**src/rtl/tt_um_jleugeri_ttt_pkg.sv**
```systemverilog
// ---------------------------------------------------------------------------
// tt_um_jleugeri_ttt_pkg
// Shared definitions for the event-network consumer (demux) side:
//   - state_t   : demux FSM states
//   - idx_width : index width derived from the processor count
//   - sat_add   : signed saturating add into a w-bit two's-complement range
// ---------------------------------------------------------------------------
package tt_um_jleugeri_ttt_pkg;

   typedef enum logic [2:0] {
      ST_IDLE,
      ST_WAIT,
      ST_SCAN,
      ST_NEXT,
      ST_FLUSH
   } state_t;

   function automatic int idx_width(input int n);
      return (n > 1) ? $clog2(n) : 1;
   endfunction

   // Result is clamped to [-2^(w-1), 2^(w-1)-1]; operands are plain ints so
   // the same function serves any counter or weight width.
   function automatic int sat_add(input int a, input int b, input int w);
      int lo;
      int hi;
      int s;
      lo = -(1 << (w - 1));
      hi = (1 << (w - 1)) - 1;
      s  = a + b;
      if (s > hi)
         return hi;
      else if (s < lo)
         return lo;
      else
         return s;
   endfunction

endpackage

```
**src/rtl/tt_um_jleugeri_ttt_weights.sv**
```systemverilog
// ---------------------------------------------------------------------------
// tt_um_jleugeri_ttt_weights
// NUM_PROCESSORS x NUM_PROCESSORS register file of signed good/bad weights.
// Ports:
//   i_clk, i_rst_n                 clock, async active-low reset (clears all)
//   i_we, i_wr_src, i_wr_tgt       synchronous write strobe and address
//   i_wr_good, i_wr_bad            write data
//   i_rd_src, i_rd_tgt             combinational read address
//   o_rd_good, o_rd_bad            read data (0 for out-of-range address)
// ---------------------------------------------------------------------------
module tt_um_jleugeri_ttt_weights
   import tt_um_jleugeri_ttt_pkg::*;
#(
   parameter int NUM_PROCESSORS = 10,
   parameter int WEIGHT_BITS    = 4,
   parameter int IDX_W          = idx_width(NUM_PROCESSORS)
) (
   input  logic                          i_clk,
   input  logic                          i_rst_n,
   input  logic                          i_we,
   input  logic        [IDX_W-1:0]       i_wr_src,
   input  logic        [IDX_W-1:0]       i_wr_tgt,
   input  logic signed [WEIGHT_BITS-1:0] i_wr_good,
   input  logic signed [WEIGHT_BITS-1:0] i_wr_bad,
   input  logic        [IDX_W-1:0]       i_rd_src,
   input  logic        [IDX_W-1:0]       i_rd_tgt,
   output logic signed [WEIGHT_BITS-1:0] o_rd_good,
   output logic signed [WEIGHT_BITS-1:0] o_rd_bad
);

   logic signed [WEIGHT_BITS-1:0] r_good [NUM_PROCESSORS][NUM_PROCESSORS];
   logic signed [WEIGHT_BITS-1:0] r_bad  [NUM_PROCESSORS][NUM_PROCESSORS];

   logic w_wr_ok;
   logic w_rd_ok;

   assign w_wr_ok = (int'(i_wr_src) < NUM_PROCESSORS) && (int'(i_wr_tgt) < NUM_PROCESSORS);
   assign w_rd_ok = (int'(i_rd_src) < NUM_PROCESSORS) && (int'(i_rd_tgt) < NUM_PROCESSORS);

   always_ff @(posedge i_clk or negedge i_rst_n) begin
      if (!i_rst_n) begin
         for (int s = 0; s < NUM_PROCESSORS; s++) begin
            for (int t = 0; t < NUM_PROCESSORS; t++) begin
               r_good[s][t] <= '0;
               r_bad[s][t]  <= '0;
            end
         end
      end else if (i_we && w_wr_ok) begin
         r_good[i_wr_src][i_wr_tgt] <= i_wr_good;
         r_bad[i_wr_src][i_wr_tgt]  <= i_wr_bad;
      end
   end

   always_comb begin
      o_rd_good = '0;
      o_rd_bad  = '0;
      if (w_rd_ok) begin
         o_rd_good = r_good[i_rd_src][i_rd_tgt];
         o_rd_bad  = r_bad[i_rd_src][i_rd_tgt];
      end
   end

endmodule

```
**src/rtl/tt_um_jleugeri_ttt_demux.sv**
```systemverilog
// ---------------------------------------------------------------------------
// tt_um_jleugeri_ttt_demux
// Consumer/scatter side of the processor event network. Handshakes with the
// event mux (go_out/next_out), and for each source event walks all targets,
// accumulating +/- weights into saturating good/bad token counters. A scan
// round ends with a one-cycle enable pulse publishing the counters.
// Ports:
//   clk, rst_n                      clock, async active-low reset
//   start_in                        start a scan round (IDLE only)
//   go_out, next_out                mux handshake pulses
//   hot_in, done_in, idx_in,
//   t_start_in, t_stop_in           event from the mux
//   prog_we, prog_src, prog_tgt,
//   prog_good_w, prog_bad_w         weight programming (IDLE only)
//   new_good_tokens, new_bad_tokens registered per-target token counts
//   enable                          one-cycle pulse: token outputs updated
// ---------------------------------------------------------------------------
module tt_um_jleugeri_ttt_demux
   import tt_um_jleugeri_ttt_pkg::*;
#(
   parameter int NUM_PROCESSORS  = 10,
   parameter int NEW_TOKENS_BITS = 4,
   parameter int WEIGHT_BITS     = 4,
   parameter int IDX_W           = idx_width(NUM_PROCESSORS)
) (
   input  logic                              clk,
   input  logic                              rst_n,
   input  logic                              start_in,
   output logic                              go_out,
   output logic                              next_out,
   input  logic                              hot_in,
   input  logic                              done_in,
   input  logic        [IDX_W-1:0]           idx_in,
   input  logic                              t_start_in,
   input  logic                              t_stop_in,
   input  logic                              prog_we,
   input  logic        [IDX_W-1:0]           prog_src,
   input  logic        [IDX_W-1:0]           prog_tgt,
   input  logic signed [WEIGHT_BITS-1:0]     prog_good_w,
   input  logic signed [WEIGHT_BITS-1:0]     prog_bad_w,
   output logic signed [NEW_TOKENS_BITS-1:0] new_good_tokens [NUM_PROCESSORS],
   output logic signed [NEW_TOKENS_BITS-1:0] new_bad_tokens  [NUM_PROCESSORS],
   output logic                              enable
);

   state_t                            r_state;
   logic        [IDX_W-1:0]           r_src;
   logic        [IDX_W-1:0]           r_tgt;
   logic                              r_neg;
   logic signed [NEW_TOKENS_BITS-1:0] r_acc_good [NUM_PROCESSORS];
   logic signed [NEW_TOKENS_BITS-1:0] r_acc_bad  [NUM_PROCESSORS];

   logic                              w_we;
   logic signed [WEIGHT_BITS-1:0]     w_good_w;
   logic signed [WEIGHT_BITS-1:0]     w_bad_w;
   int                                w_eff_good;
   int                                w_eff_bad;
   int                                w_sum_good;
   int                                w_sum_bad;

   // Weights are only writable while no round is in flight.
   assign w_we = prog_we && (r_state == ST_IDLE);

   tt_um_jleugeri_ttt_weights #(
      .NUM_PROCESSORS (NUM_PROCESSORS),
      .WEIGHT_BITS    (WEIGHT_BITS),
      .IDX_W          (IDX_W)
   ) u_weights (
      .i_clk     (clk),
      .i_rst_n   (rst_n),
      .i_we      (w_we),
      .i_wr_src  (prog_src),
      .i_wr_tgt  (prog_tgt),
      .i_wr_good (prog_good_w),
      .i_wr_bad  (prog_bad_w),
      .i_rd_src  (r_src),
      .i_rd_tgt  (r_tgt),
      .o_rd_good (w_good_w),
      .o_rd_bad  (w_bad_w)
   );

   // A stop event subtracts the weight. Negating the most negative weight
   // is clamped back into the weight range before the counter add.
   always_comb begin
      w_eff_good = int'(w_good_w);
      w_eff_bad  = int'(w_bad_w);
      if (r_neg) begin
         w_eff_good = sat_add(0, -int'(w_good_w), WEIGHT_BITS);
         w_eff_bad  = sat_add(0, -int'(w_bad_w), WEIGHT_BITS);
      end
      w_sum_good = sat_add(int'(r_acc_good[r_tgt]), w_eff_good, NEW_TOKENS_BITS);
      w_sum_bad  = sat_add(int'(r_acc_bad[r_tgt]), w_eff_bad, NEW_TOKENS_BITS);
   end

   always_ff @(posedge clk or negedge rst_n) begin
      if (!rst_n) begin
         r_state  <= ST_IDLE;
         r_src    <= '0;
         r_tgt    <= '0;
         r_neg    <= 1'b0;
         go_out   <= 1'b0;
         next_out <= 1'b0;
         enable   <= 1'b0;
         for (int i = 0; i < NUM_PROCESSORS; i++) begin
            r_acc_good[i]      <= '0;
            r_acc_bad[i]       <= '0;
            new_good_tokens[i] <= '0;
            new_bad_tokens[i]  <= '0;
         end
      end else begin
         go_out   <= 1'b0;
         next_out <= 1'b0;
         enable   <= 1'b0;
         case (r_state)
            ST_IDLE: begin
               if (start_in) begin
                  for (int i = 0; i < NUM_PROCESSORS; i++) begin
                     r_acc_good[i] <= '0;
                     r_acc_bad[i]  <= '0;
                  end
                  go_out  <= 1'b1;
                  r_state <= ST_WAIT;
               end
            end
            ST_WAIT: begin
               if (done_in) begin
                  new_good_tokens <= r_acc_good;
                  new_bad_tokens  <= r_acc_bad;
                  enable          <= 1'b1;
                  r_state         <= ST_FLUSH;
               end else if (hot_in) begin
                  // Exactly one of start/stop gives a nonzero sign; an
                  // out-of-range source is treated like a zero sign.
                  if ((int'(idx_in) < NUM_PROCESSORS) && (t_start_in ^ t_stop_in)) begin
                     r_src   <= idx_in;
                     r_neg   <= t_stop_in;
                     r_tgt   <= '0;
                     r_state <= ST_SCAN;
                  end else begin
                     next_out <= 1'b1;
                     r_state  <= ST_NEXT;
                  end
               end
            end
            ST_SCAN: begin
               r_acc_good[r_tgt] <= NEW_TOKENS_BITS'(w_sum_good);
               r_acc_bad[r_tgt]  <= NEW_TOKENS_BITS'(w_sum_bad);
               if (r_tgt == IDX_W'(NUM_PROCESSORS - 1)) begin
                  next_out <= 1'b1;
                  r_state  <= ST_NEXT;
               end else begin
                  r_tgt <= r_tgt + IDX_W'(1);
               end
            end
            ST_NEXT:  r_state <= ST_WAIT;
            ST_FLUSH: r_state <= ST_IDLE;
            default:  r_state <= ST_IDLE;
         endcase
      end
   end

endmodule

```
**config.mk**
```make
export PLATFORM = sky130hd
export DESIGN_NAME = tt_um_jleugeri_ttt_demux
export DESIGN_NICKNAME = d
export VERILOG_FILES = /design/src/rtl/tt_um_jleugeri_ttt_pkg.sv /design/src/rtl/tt_um_jleugeri_ttt_weights.sv /design/src/rtl/tt_um_jleugeri_ttt_demux.sv
export SDC_FILE = /design/constraint.sdc
export NUM_CORES = 1
export LEC_CHECK = 0
export CORE_MARGIN = 3
export CORE_UTILIZATION = 45
export CTS_CLUSTER_DIAMETER = 60
export DETAILED_ROUTE_END_ITERATION = 8
export HOLD_SLACK_MARGIN = 0.06
export PLACE_DENSITY = 0.72
export SLEW_MARGIN = 20
export SYNTH_ARGS = -nofsm -noshare
export SYNTH_HDL_FRONTEND = slang
export SYNTH_SLANG_ARGS = --single-unit
```
**constraint.sdc**
```tcl
create_clock -name clk -period 16.8 [get_ports clk]
set_clock_uncertainty 0.05 [all_clocks]
set_input_delay 2.52 -clock clk [delete_from_list [all_inputs] [get_ports clk]]
set_output_delay 2.52 -clock clk [all_outputs]
set_load 0.02 [all_outputs]
```
==> results.toml <==
[status]
status = "complete, no violations"

[setup_path]
worstSetupPathType = "reg2reg"
end_kind = "register"
cp_data_arrival_time_ps = 10740
start_kind = "register"
worst-path-max-fanout = 43
worstPathRequired_ps = 17260

[power]
fin_total_pwr_mw = 8.29
power_density_nw_per_um2 = 156
peakVddDrop_mv = 0.154
p_leak_nw = 24.6

[finish]
syn_to_final_growth_pct = 11.6
register_area_um2 = 24400
mostFrequentLayoutCells = "dfrtp_1, mux2_2, mux2i_1, nand2_1, mux4_2"
nFillCells = 8822
fin_nets = 3653
final_common_cell = "dfrtp_1"
drive_gt1_share_pct = 35.3
multi_input_area_um2 = 21900

[clocking]
postCtsSetupBuffers = 0
cts_hold_buf = 0
clkTransAtPathRegs_ps = 60
cts.sinks = 975
cts_tree = "done"
cts_inserted_buffers = 103
cts-root-buf = "clkbuf_16"
cts.path.max_buffers = 3
h-tree-depth = 3
cts_resized = 0
insertion_delay_ps = 690

[timing]
hold_violations = 0
worst_pin_slew_ps = 1090
rsz0062_at_grt = "false"
fin_ws_ps = 6520
slew_violations = 0
tns_ps = 0
fin_crit_sh_pct = 61.2
fmax_mhz = 97.3
period_needed_ps = 10280
holdWs_ps = 450
slew_headroom_pct = 26.5
setup_viol = 0

[global_routing]
grt_max_degree = 184
grt_use_total_pct = 22.3
grt_pass1_wl_um = 190000
grt_pass1_vias = 31000
antenna_found_initial = 8
overflow = 0

[yosys]
synth_ff_type = "dfrtp_1"
syn-cell-area_um2 = 47500
synth-warning-count = 0
synth_top_cell_by_area = "dfrtp_1"
ys_seq_area_share_pct = 51.3
synth-seq-cells = 975
synth_fp_nets = 3669
synth_top_area_share_pct = 51.3
yosysUniqueCellTypes = 73
syn_avg_cell_area_um2 = 13.2
synth.area.top_cells = "dfrtp_1, mux2_2, mux4_2"
syn_inst = 3597
async_flop_share_pct = 100
synth_edf_count = 0

[placed_design]
gp_congestion = 0.903
place.port_buffers = 110
pre_cts_ws_ps = 6680
dp_hpwl_um = 78100

[detailed_routing]
drt-initial-drc-count = 2754
vias = 30800
drc = 0
wl_per_cell_um = 24.3
drtAntennaViolNets = 0
firstDrtPassIters = 6
viasPerCell = 6.12
wl_um = 123000

[die]
core_um2 = 104000
dieArea_um2 = 110000
start_util_pct = 45.6
fp.dieW_um = 331
dieHeight_um = 331
rows = 118
ios = 111

[min_path]
hold_class = "reg2reg"

[job]
cap_violations = 0
==> final timing paths <==
check                                                 startpoint                                 to  slack (ps)  cells after the start
min in group asynchronous                                  rst_n    new_good_tokens[11]$_DFFE_PN0P_        1810                      1
max in group asynchronous                                  rst_n  u_weights.r_good[235]$_DFFE_PN0P_       12450                      3
worst max register to register              r_src[0]$_DFFE_PN0P_         r_acc_good[26]$_DFFE_PN0P_        6520                     26
worst max-delay path                        r_src[0]$_DFFE_PN0P_         r_acc_good[26]$_DFFE_PN0P_        6520                     26
worst min register to register  u_weights.r_bad[390]$_DFFE_PN0P_   u_weights.r_bad[390]$_DFFE_PN0P_         450                      1
worst min-delay path            u_weights.r_bad[390]$_DFFE_PN0P_   u_weights.r_bad[390]$_DFFE_PN0P_         450                      1
==> cell type report <==
class / instances / area share (%)
repair buffers: 152 / 2.77
diodes: 5 / 0.0236
inverters: 23 / 0.163
multi-input cells: 2326 / 41.4
flip-flops and latches: 975 / 46.0
well taps: 1380 / 3.25
clock buffers: 147 / 5.60
clock inverters: 36 / 0.823
==> worst max-delay path, stage by stage, from the launching register on <==
cell	delay, ps
dfrtp_4	890
buf_4	760
buf_4	770
mux4_2	600
mux2i_1	320
o221ai_1	210
a31oi_1	240
a32oi_1	90
a21oi_1	690
ha_1	310
nand3_1	90
ha_1	360
nor3_1	230
nand4b_1	140
ha_1	360
nor2_1	210
a21oi_1	120
ha_1	800
nand2_1	220
o31ai_1	670
a211oi_1	200
o31ai_1	360
a21oi_1	90
nor3_1	220
nand4_1	500
nand3_1	360
o311ai_1	130
==> per-stage QoR <==
stage | util, % | std cells | cell area (µm²)
after floorplan | - | 3597 | 47500
after global placement | 47.6 | 4855 | 49600
after detailed placement | 47.6 | 4855 | 49600
after CTS | 50.8 | 5038 | 53000
after global routing | 50.9 | 5039 | 53100
final | 50.9 | 5044 | 53100
==> logic make-up (layout without fill, tap and decap cells) <==
family          count (synthesis)  count (layout)  synth area share, %
fa+ha+maj                      44              44                 1.19
other cells                     0               5                    0
compound gates                470             470                 6.67
flops                         975             975                 51.3
mux                          1237            1237                 32.5
simple gates                  556             556                 5.38
xor+xnor                       19              19                0.366
buf+inv                       296             358                 2.60
==> report_power, final <==
part | switching [mW] | leakage (nW) | internal, mW
Sequential | 0.211 | 13.6 | 2.51
Clock | 0.968 | 1.69 | 1.33
Combinational | 2.11 | 9.33 | 1.16
Total | 3.29 | 24.6 | 5.00
==> layer usage <==
metal  track usage [%]  routed length [µm]
met5                 0                  50
met4              6.08                3040
met3              4.62                8770
met2              34.6               56200
met1              31.8               54500
==> cell usage after synthesis (26+ instances only) <==
library cell / count
dfrtp_1: 975
nor3_1: 26
buf_1: 49
nand2_1: 168
ha_1: 42
nor2_1: 140
o21ai_0: 112
buf_2: 30
o211ai_1: 70
nand3_1: 125
o22ai_1: 30
mux4_2: 155
o221ai_1: 38
mux2i_1: 185
clkbuf_1: 176
mux2_2: 897
a21oi_1: 69
==> registers in the layout (all words and copies together) (netlist names) <==
name	flops
r_acc_good	40
r_state	3
enable	1
r_neg	1
r_acc_bad	40
r_src	4
u_weights.r_bad	400
new_bad_tokens	40
u_weights.r_good	400
r_tgt	4
go_out	1
next_out	1
new_good_tokens	40
Power figures use the tool's default switching activity.
